`src/rtl/fifo_read_ctrl_if.sv`:
```
// Read-side bundle of an async FIFO: synchronized write pointer, memory read port and output stream.
// master = read controller, slave = surrounding logic (memory, consumer, write-pointer sync).
interface fifo_read_ctrl_if #(
   parameter int unsigned data_Size    = 8,
   parameter int unsigned address_Size = 3
);
   logic [address_Size:0]   rq2_wPtr;
   logic [data_Size-1:0]    mem_Data;
   logic                    out_Ready;
   logic [address_Size-1:0] r_Addr;
   logic [address_Size:0]   r_Ptr;
   logic                    fifo_Empty;
   logic                    out_Valid;
   logic [data_Size-1:0]    out_Data;
   logic [address_Size:0]   r_Count;

   modport master (
      input  rq2_wPtr, mem_Data, out_Ready,
      output r_Addr, r_Ptr, fifo_Empty, out_Valid, out_Data, r_Count
   );

   modport slave (
      output rq2_wPtr, mem_Data, out_Ready,
      input  r_Addr, r_Ptr, fifo_Empty, out_Valid, out_Data, r_Count
   );
endinterface

```
`src/rtl/fifo_read_ctrl.sv`:
```
// Async-FIFO read controller: binary/Gray read pointer, registered empty flag and a one-word
// registered output stage that pops whenever it is empty or being drained.
module fifo_read_ctrl #(
   parameter int unsigned data_Size    = 8,
   parameter int unsigned address_Size = 3
) (
   input logic             r_Clk,
   input logic             r_Rst,
   fifo_read_ctrl_if.master bus
);

   logic [address_Size:0]  rbin_q, rbin_d;
   logic [address_Size:0]  rptr_q, rptr_d;
   logic [address_Size:0]  wbin;
   logic [data_Size-1:0]   data_q, data_d;
   logic                   valid_q, valid_d;
   logic                   empty_q, empty_d;
   logic                   pop;

   // Gray-to-binary: each binary bit is the XOR of all Gray bits at or above it.
   always_comb begin
      wbin = '0;
      for (int i = 0; i <= int'(address_Size); i++) begin
         wbin[i] = ^(bus.rq2_wPtr >> i);
      end
   end

   always_comb begin
      pop     = !empty_q && (!valid_q || bus.out_Ready);
      rbin_d  = rbin_q;
      data_d  = data_q;
      valid_d = valid_q;
      if (pop) begin
         rbin_d  = rbin_q + (address_Size + 1)'(1);
         data_d  = bus.mem_Data;
         valid_d = 1'b1;
      end else if (valid_q && bus.out_Ready) begin
         valid_d = 1'b0;
      end
      rptr_d  = rbin_d ^ (rbin_d >> 1);
      // Compare against the pointer value after this edge's pop so empty never lags a cycle.
      empty_d = (rptr_d == bus.rq2_wPtr);
   end

   always_ff @(posedge r_Clk or posedge r_Rst) begin
      if (r_Rst) begin
         rbin_q  <= '0;
         rptr_q  <= '0;
         data_q  <= '0;
         valid_q <= 1'b0;
         empty_q <= 1'b1;
      end else begin
         rbin_q  <= rbin_d;
         rptr_q  <= rptr_d;
         data_q  <= data_d;
         valid_q <= valid_d;
         empty_q <= empty_d;
      end
   end

   assign bus.r_Addr     = rbin_q[address_Size-1:0];
   assign bus.r_Ptr      = rptr_q;
   assign bus.fifo_Empty = empty_q;
   assign bus.out_Valid  = valid_q;
   assign bus.out_Data   = data_q;
   // Forced to zero during reset so the occupancy reads cleanly whatever the write side shows.
   assign bus.r_Count    = r_Rst ? '0 : (wbin - rbin_q);

endmodule

```
`src/flat_wrapper.sv`:
```
// flat-port wrapper written by rule: the top's interface ports become plain ports
module fifo_read_ctrl_flat 
#(
   parameter int unsigned data_Size    = 8,
   parameter int unsigned address_Size = 3
)
  (r_Clk, r_Rst, bus_rq2_wPtr, bus_mem_Data, bus_out_Ready, bus_r_Addr, bus_r_Ptr, bus_fifo_Empty, bus_out_Valid, bus_out_Data, bus_r_Count);
  fifo_read_ctrl_if #(.data_Size(data_Size), .address_Size(address_Size)) bus_i ();
  input logic r_Clk;
  input logic r_Rst;
  input wire logic [$bits(bus_i.rq2_wPtr)-1:0] bus_rq2_wPtr;
  input wire logic [$bits(bus_i.mem_Data)-1:0] bus_mem_Data;
  input wire logic [$bits(bus_i.out_Ready)-1:0] bus_out_Ready;
  output wire logic [$bits(bus_i.r_Addr)-1:0] bus_r_Addr;
  output wire logic [$bits(bus_i.r_Ptr)-1:0] bus_r_Ptr;
  output wire logic [$bits(bus_i.fifo_Empty)-1:0] bus_fifo_Empty;
  output wire logic [$bits(bus_i.out_Valid)-1:0] bus_out_Valid;
  output wire logic [$bits(bus_i.out_Data)-1:0] bus_out_Data;
  output wire logic [$bits(bus_i.r_Count)-1:0] bus_r_Count;
  assign bus_i.rq2_wPtr = bus_rq2_wPtr;
  assign bus_i.mem_Data = bus_mem_Data;
  assign bus_i.out_Ready = bus_out_Ready;
  assign bus_r_Addr = bus_i.r_Addr;
  assign bus_r_Ptr = bus_i.r_Ptr;
  assign bus_fifo_Empty = bus_i.fifo_Empty;
  assign bus_out_Valid = bus_i.out_Valid;
  assign bus_out_Data = bus_i.out_Data;
  assign bus_r_Count = bus_i.r_Count;
  fifo_read_ctrl #(.data_Size(data_Size), .address_Size(address_Size)) u_core (.r_Clk(r_Clk), .r_Rst(r_Rst), .bus(bus_i));
endmodule
```
`config.mk`:
```
export PLATFORM = sky130hd
export DESIGN_NAME = fifo_read_ctrl_flat
export DESIGN_NICKNAME = d
export VERILOG_FILES = /design/src/rtl/fifo_read_ctrl_if.sv /design/src/rtl/fifo_read_ctrl.sv /design/src/flat_wrapper.sv
export SDC_FILE = /design/constraint.sdc
export NUM_CORES = 1
export LEC_CHECK = 0
export ABC_AREA = 1
export CAP_MARGIN = 20
export CORE_MARGIN = 10
export CORE_UTILIZATION = 44
export DETAILED_ROUTE_END_ITERATION = 12
export PLACE_DENSITY = 0.78
export SYNTH_ARGS = -nofsm -noshare
export SYNTH_HDL_FRONTEND = slang
export SYNTH_SLANG_ARGS = --single-unit
```
`constraint.sdc`:
```
create_clock -name r_Clk -period 3.01 [get_ports r_Clk]
set_input_delay 0.602 -clock r_Clk [delete_from_list [all_inputs] [get_ports r_Clk]]
set_output_delay 0.602 -clock r_Clk [all_outputs]
set_load 0.01 [all_outputs]
```
# --- After elaboration in Yosys (flattened, before gate mapping) ---
# Cells that the tools add are included.
totals:
  latchBits: 0
  rom_bits: 0
  ramBits: 0
  mem_count: 0
  output_inout_bits: 21
  reg_bits: 18
  elab_cells: 23
classes:
  n_div: 0
  mux: 4
  eq_ne: 1
  addsub: 2
  n_reduce_logical: 10
  n_mul: 0
  bitwise_logic: 1
  order_cmp: 0
  shift: 0
ops:
  columns: ["operator", "n"]
  rows:
  - ["$reduce_xor A4 Y1", 4]
  - ["$mux W4", 2]
  - ["$add A4 B1 Y4 const B", 1]
  - ["$eq A4 B4 Y1", 1]
  - ["$sub A4 B4 Y4", 1]
  - ["$xor A4 B3 Y4", 1]
  - ["$logic_and A1 B1 Y1", 2]
  - ["$logic_not A1 Y1", 2]
  - ["$mux W1", 2]
  - ["$reduce_bool A2 Y1", 1]
  - ["$logic_or A1 B1 Y1", 1]

# --- Longest topological paths before layout ---
# Gate-level depths: netlist of the first run.
depth:
  depth_word: 6
  depth_mapped: 12
  ltp_nobuf: 12

# --- Least setup slack after synthesis of the first run ---
# OpenSTA, ideal clock, no wires.
synth_path:
  path_kind: "in2out"
  from: "in bus_rq2_wPtr[3]"
  to: "out bus_r_Count[3]"
  cell_stages: 9
  arrival_ns: 1.991
  path_buffers: 0
  setup_slack_ns: 0.417
  required_time_ns: 2.408
  cell_sequence: "xor2_1 > xor2_1 > inv_1 > ha_1 > nand2_1 > nor2_1 > a211oi_1 > xor2_1 > nor2_1"
synth_between:
  elab_chain_cells: 3
synth_lines:
  columns: ["element", "line", "source"]
  rows:
  - ["start, declared", "flat_wrapper.sv:11", "input wire logic [$bits(bus_i.rq2_wPtr)-1:0] bus_rq2_wPtr;"]
  - ["$reduce_xor A4 Y1", "fifo_read_ctrl.sv:24", "wbin[i] = ^(bus.rq2_wPtr >> i);"]
  - ["$sub A4 B4 Y4 *", "fifo_read_ctrl.sv:67", "assign bus.r_Count = r_Rst ? '0 : (wbin - rbin_q);"]
  - ["$mux W4 *", "fifo_read_ctrl.sv:67", null]
  - ["end, declared", "flat_wrapper.sv:19", "output wire logic [$bits(bus_i.r_Count)-1:0] bus_r_Count;"]
# Every way passes the cells marked *; elsewhere a longest branch is shown, timed or not.

# --- Final worst setup path of the first run ---
layout_path:
  from: "in bus_rq2_wPtr[1]"
  to: "out bus_r_Count[2]"
# Same word-level chain as after synthesis.

==> results of run 1 <==
## through the flow
step	hold WS (ps)	setup TNS (ps)	worst slack, ps	util	std cells
2_1_floorplan	471	0	417	-	129
3_3_place_gp	460	-1640	-553	0.660	199
3_5_place_dp	466	-1930	-635	0.660	199
4_1_cts	489	0	14.5	0.674	204
5_1_grt	501	0	79.0	0.669	204
6_report	490	0	190	0.669	204
## kinds of logic (layout without fill, tap and decap cells)
group | count (synthesis) | in the layout | synth area share
simple gates | 79 | 79 | 0.361
buf+inv | 19 | 66 | 0.0803
flops | 17 | 17 | 0.415
xor+xnor | 8 | 8 | 0.0681
fa+ha+maj | 5 | 5 | 0.0681
compound gates | 1 | 1 | 0.00730
## synth_stat cells
| cell type | number |
|---|---|
| inv_2 | 5 |
| ha_1 | 4 |
| nand3b_1 | 1 |
| dfrtp_1 | 16 |
| inv_1 | 13 |
| fa_1 | 1 |
| nand2_4 | 4 |
| nand2_2 | 6 |
| nor3_1 | 1 |
| xor2_1 | 6 |
| nand2_1 | 45 |
| nor2_1 | 7 |
| nand4_1 | 1 |
| dfstp_2 | 1 |
| buf_8 | 1 |
| xnor2_1 | 2 |
| nand3_2 | 1 |
| a211oi_1 | 1 |
| nand3_1 | 13 |
## worst register-to-register path, delay by kind of cell (launching register included)
kind | cells | cell delay, ps
flops | 1 | 360
simple gates | 8 | 830
buf+inv | 3 | 220
fa+ha+maj | 1 | 140
## flip-flops by register name, indices dropped and copies added, names as in the netlist
signal and count:
u_core.bus.r_Ptr 3, u_core.bus.out_Valid 1, u_core.bus.out_Data 8, u_core.bus.fifo_Empty 1, u_core.rbin_q 4
## area by class of cell
cell class | instances | area (sq um)
fill | 191 | 733
multi-input combinational | 93 | 532
sequential | 17 | 427
timing repair buffer | 44 | 390
inverter | 18 | 67.6
tap | 28 | 35.0
clock buffer | 3 | 22.5
clock inverter | 1 | 5.00
## per-layer routing
metal	track usage	routed length [microns]	vias up
li1	-	-	491
met1	0.131	1080	434
met2	0.219	1290	27
met3	0.0424	221	4
met4	0.0276	18	0
met5	0	0	-
## power breakdown
group	switching (W)	internal, W
combinational	0.000510	0.000429
sequential	0.0000713	0.000330
clock	0.0000682	0.0000492
## worst paths after layout
path,startpoint,end,slack [ps],cells after the start
worst max-delay path,bus_rq2_wPtr[1],bus_r_Count[2],190,9
worst min-delay path,u_core.bus.out_Data[0],u_core.bus.out_Data[0],490,2
worst max register to register,u_core.rbin_q[1],u_core.bus.fifo_Empty,1380,12
worst min register to register,u_core.bus.out_Data[0],u_core.bus.out_Data[0],490,2
max in group asynchronous,r_Rst,u_core.bus.out_Data[1],1770,2
min in group asynchronous,r_Rst,u_core.bus.out_Data[7],820,2
## what timing repair did
item                       4_1_cts  5_1_grt
setup endpoints to repair        4        2
pin swaps                        3        4
buffers inserted                 1        0
gates resized for setup         16        6
hold buffers                     0        0
==> metrics.yaml, run 1 <==
outcome:
  outcome: "completed"
finish:
  final_cell_area_sq_um: 1480
  mostFrequentLayoutCells: "nand2_1, clkdlybuf4s50_1, dfrtp_1, inv_1, nand3_1"
  area_delta_synth_final_pct: 43.8
  drive_above_1_share: 0.210
  finalNetCount: 197
  antenna_cells: 0
  final_common_cell: "nand2_1"
flow_run:
  maxCapViolCount: 0
drt:
  ant_nets: 0
  via_per_inst: 4.69
  dr.pass1.iters: 4
  drt_wl_total_mm: 2.62
  num_vias: 956
  wl_per_cell_microns: 12.8
  drcViolationCount: 0
  drt_iter0_drc: 21
grt:
  grt_overflow: 0
  grt_pass1_vias: 968
  grt_max_degree: 18
  grtUsageTotal: 0.121
  antenna_found_initial: 0
  grt_pass1_wl_mm: 4.31
sta:
  period_minus_slack_ps: 2820
  setup_viol: 0
  finalClockSkew_ps: 9.75
  fmax_mhz: 355
  rsz0062_at_grt: "no"
  maxSlewViolCount: 0
  relSlewSlack: 0.574
  period_share: 0.937
  tightest_slew_ps: 639
  finalHoldViolCount: 0
worst_setup_path:
  cpLargestDelayFamily: "adder cells"
  arrival_ps: 2220
  critPathSlowestCell: "fa_1"
  crit_chain: "dlygate4sd2_1 -> xnor2_1 -> xnor2_1 -> inv_1 -> ha_1 -> fa_1 -> xor2_1 -> nor2_1 -> buf_2"
  cp_data_required_time_ps: 2410
  crit_path_max_fanout: 3
  slowest_delay_ps: 380
  crit_buf_inv: 3
  end_kind: "output pin"
  crit_top_cell: "xnor2_1"
  critPathKind: "primary input to output pin"
  start_kind: "primary input"
floorplan:
  die_h_microns: 68.3
  core-area_sq_um: 2210
  start_util: 0.465
  dieWidth_microns: 68.3
  row_count: 17
  io_pins: 36
  die-area_sq_um: 4670
cts:
  cts_tree: "done"
  clkLatencyLatePin_ps: 280
  clkTransAtPathRegs_ps: 90
  cts_root_buf: "clkbuf_4"
  clock_path_buffers: 2
  cts_buffers: 3
  cts.sink_count: 17
  h-tree-depth: 1
synth:
  seq_area_frac_synth: 0.415
  ys_types: 19
  avgSynthCellArea_sq_um: 7.97
  synth_top_area_share: 0.389
  syn_inst: 129
  syn_nets: 149
  ys_seq_elements: 17
  synthTopCellsByArea: "dfrtp_1, nand2_1, nand3_1, xor2_1, ha_1"
  syn_area_sq_um: 1030
  yosys_warnings: 0
  yosysTopAreaCell: "dfrtp_1"
placed_design:
  post_dp_cell_area_sq_um: 1460
  routabilityCongestion: 0.792
  port_buffers: 35
  dp_hpwl_mm: 2.15
power:
  powerDensity_nw_per_um2: 986
  finalPower_w: 0.00146
  ir_drop_uv: 528
  leakage_nw: 0.778
min_path:
  hold_class: "flop to flop"
No activity file was read; power rests on OpenSTA's default activity.
==> run 2: changes to the inputs <==
--- a/config.mk
+++ b/config.mk
@@ -7,10 +7,12 @@
 export LEC_CHECK = 0
 export ABC_AREA = 1
 export CAP_MARGIN = 20
+export CELL_PAD_IN_SITES_DETAIL_PLACEMENT = 1
+export CELL_PAD_IN_SITES_GLOBAL_PLACEMENT = 2
 export CORE_MARGIN = 10
-export CORE_UTILIZATION = 44
+export CORE_UTILIZATION = 24
 export DETAILED_ROUTE_END_ITERATION = 12
-export PLACE_DENSITY = 0.78
+export PLACE_DENSITY_LB_ADDON = 0.1
 export SYNTH_ARGS = -nofsm -noshare
 export SYNTH_HDL_FRONTEND = slang
 export SYNTH_SLANG_ARGS = --single-unit
==> metrics.yaml, run 2 (synthesis gave the netlist of run 1 again) <==
placed_design:
  post_dp_cell_area_sq_um: 1490
  dp_hpwl_mm: 2.55
  port_buffers: 35
  routabilityCongestion: 0.775
floorplan:
  io_pins: 36
  die-area_sq_um: 7300
  die_h_microns: 85.5
  dieWidth_microns: 85.5
  start_util: 0.252
  row_count: 23
  core-area_sq_um: 4090
drt:
  num_vias: 988
  drt_iter0_drc: 29
  ant_nets: 0
  drt_wl_total_mm: 3.08
  via_per_inst: 4.39
  drcViolationCount: 0
  dr.pass1.iters: 2
  wl_per_cell_microns: 13.7
worst_setup_path:
  arrival_ps: 2280
  cp-startpoint: "bus_rq2_wPtr[3]"
  start_kind: "primary input"
  rrSetupSlack_ps: 1350
  end_kind: "output pin"
  crit_path_max_fanout: 3
  slowest_delay_ps: 260
  r2r_start: "u_core.rbin_q[0]"
  crit_chain: "dlygate4sd2_1 -> xor2_1 -> buf_4 -> xor2_2 -> inv_1 -> ha_1 -> nand2_1 -> nor2_1 -> a211oi_2 -> xor2_1 -> nor2_1 -> buf_2"
  cp_data_required_time_ps: 2410
  critPathSlowestCell: "dlygate4sd2_1"
  critPathKind: "primary input to output pin"
cts:
  clock_path_buffers: 2
  h-tree-depth: 1
  cts_setup_buffers: 0
  clkTransAtPathRegs_ps: 70
  cts.sink_count: 17
  cts_root_buf: "clkbuf_8"
  clkLatencyLatePin_ps: 250
  cts_tree: "done"
  cts_buffers: 3
  hold_buffers: 0
power:
  ir_drop_uv: 336
  powerDensity_nw_per_um2: 996
  leakage_nw: 0.786
  finalPower_w: 0.00154
sta:
  fmax_mhz: 347
  rsz0062_at_grt: "no"
  relSlewSlack: 0.511
  tightest_slew_ps: 732
  whs_ps: 480
  setup_viol: 0
  period_minus_slack_ps: 2880
  finalClockSkew_ps: 1.70
  period_share: 0.957
  finalHoldViolCount: 0
  maxSlewViolCount: 0
flow_run:
  maxCapViolCount: 0
finish:
  final_common_cell: "nand2_1"
  mostFrequentLayoutCells: "nand2_1, clkdlybuf4s50_1, dfrtp_1, inv_1, nand3_1"
  antenna_cells: 0
  drive_above_1_share: 0.206
  finalNetCount: 196
  largest_reg_flops: 8
  final_cell_area_sq_um: 1540
  area_delta_synth_final_pct: 50.0
  fillers: 492
outcome:
  outcome: "completed"
grt:
  grt_overflow: 0
  grt_pass1_wl_mm: 5.22
  antenna_found_initial: 0
  grtUsageMet2: 0.161
  grt_pass1_vias: 1088
  grt_max_degree: 18
  grt.met1_usage: 0.0870
  grtUsageTotal: 0.0860
  met3_usage: 0.0306
  grt.busiest_layer: "met2"
min_path:
  min-delay-start: "u_core.bus.fifo_Empty"
  hold_class: "flop to flop"
run 2: final timing paths:
check,end,cells after the start
worst max-delay path,bus_r_Count[3],12
worst max register to register,u_core.bus.fifo_Empty,11
min in group asynchronous,u_core.bus.out_Valid,2
worst min register to register,u_core.bus.out_Valid,1
max in group asynchronous,u_core.bus.out_Data[3],2
worst min-delay path,u_core.bus.out_Valid,1
run 2: layout make-up:
type / count / area, sq um / share of cell area
multi-input cells: 93 / 542 / 0.351
well taps: 50 / 62.6 / 0.0406
clock buffers: 3 / 41.3 / 0.0268
flip-flops and latches: 17 / 427 / 0.277
repair buffers: 43 / 398 / 0.258
inverters: 18 / 67.6 / 0.0438
clock inverters: 1 / 5.00 / 0.00324
run 2: repair_timing:
action	4_1_cts	5_1_grt
setup endpoints to repair	4	3
gates resized for setup	17	3
pin swaps	3	2
run 2: routing by layer:
layer | routed length (microns) | vias up | share of wire
met4 | 15 | 0 | 0.0049
met3 | 188 | 2 | 0.061
met1 | 1300 | 482 | 0.42
met5 | 0 | - | 0
met2 | 1570 | 18 | 0.51
li1 | - | 486 | -
run 2: stage by stage:
stage               TNS [ps]  utilization  worst slack (ps)  std cells
finish                     0        0.378               130        225
global route               0        0.378              1.91        225
CTS                        0        0.375              31.3        225
detailed placement     -1860        0.364              -644        221
global placement       -1790        0.364              -587        221
floorplan                  0            -               417        129
run 2: worst max-delay path, delay by kind of cell:
| family | cells | cell delay (ps) |
|---|---|---|
| xor+xnor | 3 | 470 |
| buf+inv | 4 | 620 |
| simple gates | 3 | 170 |
| fa+ha+maj | 1 | 260 |
| compound gates | 1 | 170 |
run 2: report_power, final:
part / internal, W / switching [W]
Sequential: 0.000330 / 0.0000719
Clock: 0.0000918 / 0.0000836
Combinational: 0.000438 / 0.000521
Total: 0.000860 / 0.000676
==> run 3: changes to the inputs <==
--- a/config.mk
+++ b/config.mk
@@ -10,7 +10,8 @@
 export CELL_PAD_IN_SITES_DETAIL_PLACEMENT = 1
 export CELL_PAD_IN_SITES_GLOBAL_PLACEMENT = 2
 export CORE_MARGIN = 10
-export CORE_UTILIZATION = 24
+export CORE_UTILIZATION = 25
+export CTS_BUF_LIST = sky130_fd_sc_hd__clkbuf_4 sky130_fd_sc_hd__clkbuf_8
 export DETAILED_ROUTE_END_ITERATION = 12
 export PLACE_DENSITY_LB_ADDON = 0.1
 export SYNTH_ARGS = -nofsm -noshare
==> metrics.yaml, run 3 (synthesis gave the netlist of run 1 again) <==
floorplan:
  row_count: 23
  die-area_sq_um: 7080
  core-area_sq_um: 4000
  start_util: 0.257
  dieWidth_microns: 84.1
  die_h_microns: 84.1
  io_pins: 36
cts:
  h-tree-depth: 1
  clock_path_buffers: 2
  hold_buffers: 0
  clkTransAtPathRegs_ps: 70
  clkLatencyLatePin_ps: 250
  cts_root_buf: "clkbuf_8"
  cts.sink_count: 17
  cts_tree: "done"
  cts_buffers: 3
placed_design:
  port_buffers: 35
  place_inst: 219
  post_dp_cell_area_sq_um: 1470
  dp_hpwl_mm: 2.42
  routabilityCongestion: 0.806
drt:
  dr.pass1.iters: 4
  drt_wl_total_mm: 3.04
  wl_per_cell_microns: 13.6
  ant_nets: 0
  num_vias: 973
  via_per_inst: 4.34
  drcViolationCount: 0
  drt_iter0_drc: 18
worst_setup_path:
  arrival_ps: 2230
  end_kind: "output pin"
  crit_path_max_fanout: 2
  start_kind: "primary input"
  critPathKind: "primary input to output pin"
  cp_data_required_time_ps: 2410
  rrSetupSlack_ps: 1330
sta:
  period_minus_slack_ps: 2830
  rsz0062_at_grt: "no"
  fin_tns_setup_ps: 0
  setup_viol: 0
  fmax_mhz: 353
  period_share: 0.941
  finalHoldViolCount: 0
  maxSlewViolCount: 0
  finalClockSkew_ps: 3.33
  tightest_slew_ps: 690
  relSlewSlack: 0.540
finish:
  largest_reg_flops: 8
  mostFrequentLayoutCells: "nand2_1, clkdlybuf4s50_1, dfrtp_1, inv_1, nand3_1"
  final_common_cell: "nand2_1"
  final_core_util: 0.382
  finalNetCount: 195
  area_delta_synth_final_pct: 48.4
  final_cell_area_sq_um: 1530
  instances_no_fill: 224
  fillers: 492
  drive_above_1_share: 0.207
  antenna_cells: 0
power:
  powerDensity_nw_per_um2: 1010
  ir_drop_uv: 312
  leakage_nw: 0.782
grt:
  grt_max_degree: 18
  grt_pass1_wl_mm: 5.18
  grtUsageTotal: 0.0875
  antenna_found_initial: 0
  grt_overflow: 0
  grt_pass1_vias: 1106
outcome:
  outcome: "completed"
flow_run:
  maxCapViolCount: 0
min_path:
  hold_class: "flop to flop"
## run 3: changes by cell type in the layout (fill, tap and decap cells not counted), sizes merged
cell and change:
clkinv -1, clkbuf +3, clkdlybuf4s15 -1, buf -1
dlygate4sd2 -1
## run 3: final cells by class
type | instances | area (sq um) | share of cell area
flip-flops and latches | 17 | 427 | 0.280
clock buffers | 4 | 48.8 | 0.0320
repair buffers | 42 | 382 | 0.250
well taps | 50 | 62.6 | 0.0410
inverters | 18 | 67.6 | 0.0443
multi-input cells | 93 | 539 | 0.353
## run 3: what timing repair did
action,CTS,global route
resized for setup,18,4
cloned,0,0
setup buffers,0,1
pin swaps,4,6
endpoints found under the hold margin,0,0
setup endpoints to repair,4,4
## run 3: final timing paths
path | start | end | depth (start not counted)
setup / recovery | bus_rq2_wPtr[0] | bus_r_Count[2] | 9
max in group asynchronous | r_Rst | u_core.rbin_q[2] | 2
setup reg to reg | u_core.rbin_q[1] | u_core.bus.fifo_Empty | 11
hold / removal | u_core.bus.out_Data[4] | u_core.bus.out_Data[4] | 2
min in group asynchronous | r_Rst | u_core.rbin_q[1] | 2
hold reg to reg | u_core.bus.out_Data[4] | u_core.bus.out_Data[4] | 2
## run 3: metrics by stage
| step | setup WS, ps | total power (W) | hold WS, ps |
|---|---|---|---|
| finish | 178 | 0.00153 | 483 |
| floorplan | 417 | 0.000958 | 471 |
| detailed placement | -725 | 0.00138 | 467 |
| CTS | 5.64 | 0.00157 | 488 |
| global placement | -616 | 0.00136 | 462 |
| global route | 14.0 | 0.00170 | 520 |
## run 3: critical path: stages
cell and delay (ps):
dlygate4sd2_1 270, xnor2_2 150, xnor2_1 170, inv_1 70, ha_1 210, fa_1 380, xor2_1 170, nor2_1 70
buf_2 130
## run 3: layer usage
layer  share of wire  GRT usage  routed length, microns
met1            0.43      0.103                    1320
met2            0.48      0.144                    1460
met3           0.072     0.0290                     218
met4           0.013     0.0320                      40
met5               0          0                       0
## run 3: power breakdown
part	internal, W	switching, W	total (W)
Sequential	0.000330	0.0000842	0.000415
Combinational	0.000428	0.000506	0.000934
Clock	0.000103	0.0000826	0.000186
Total	0.000861	0.000673	0.00153
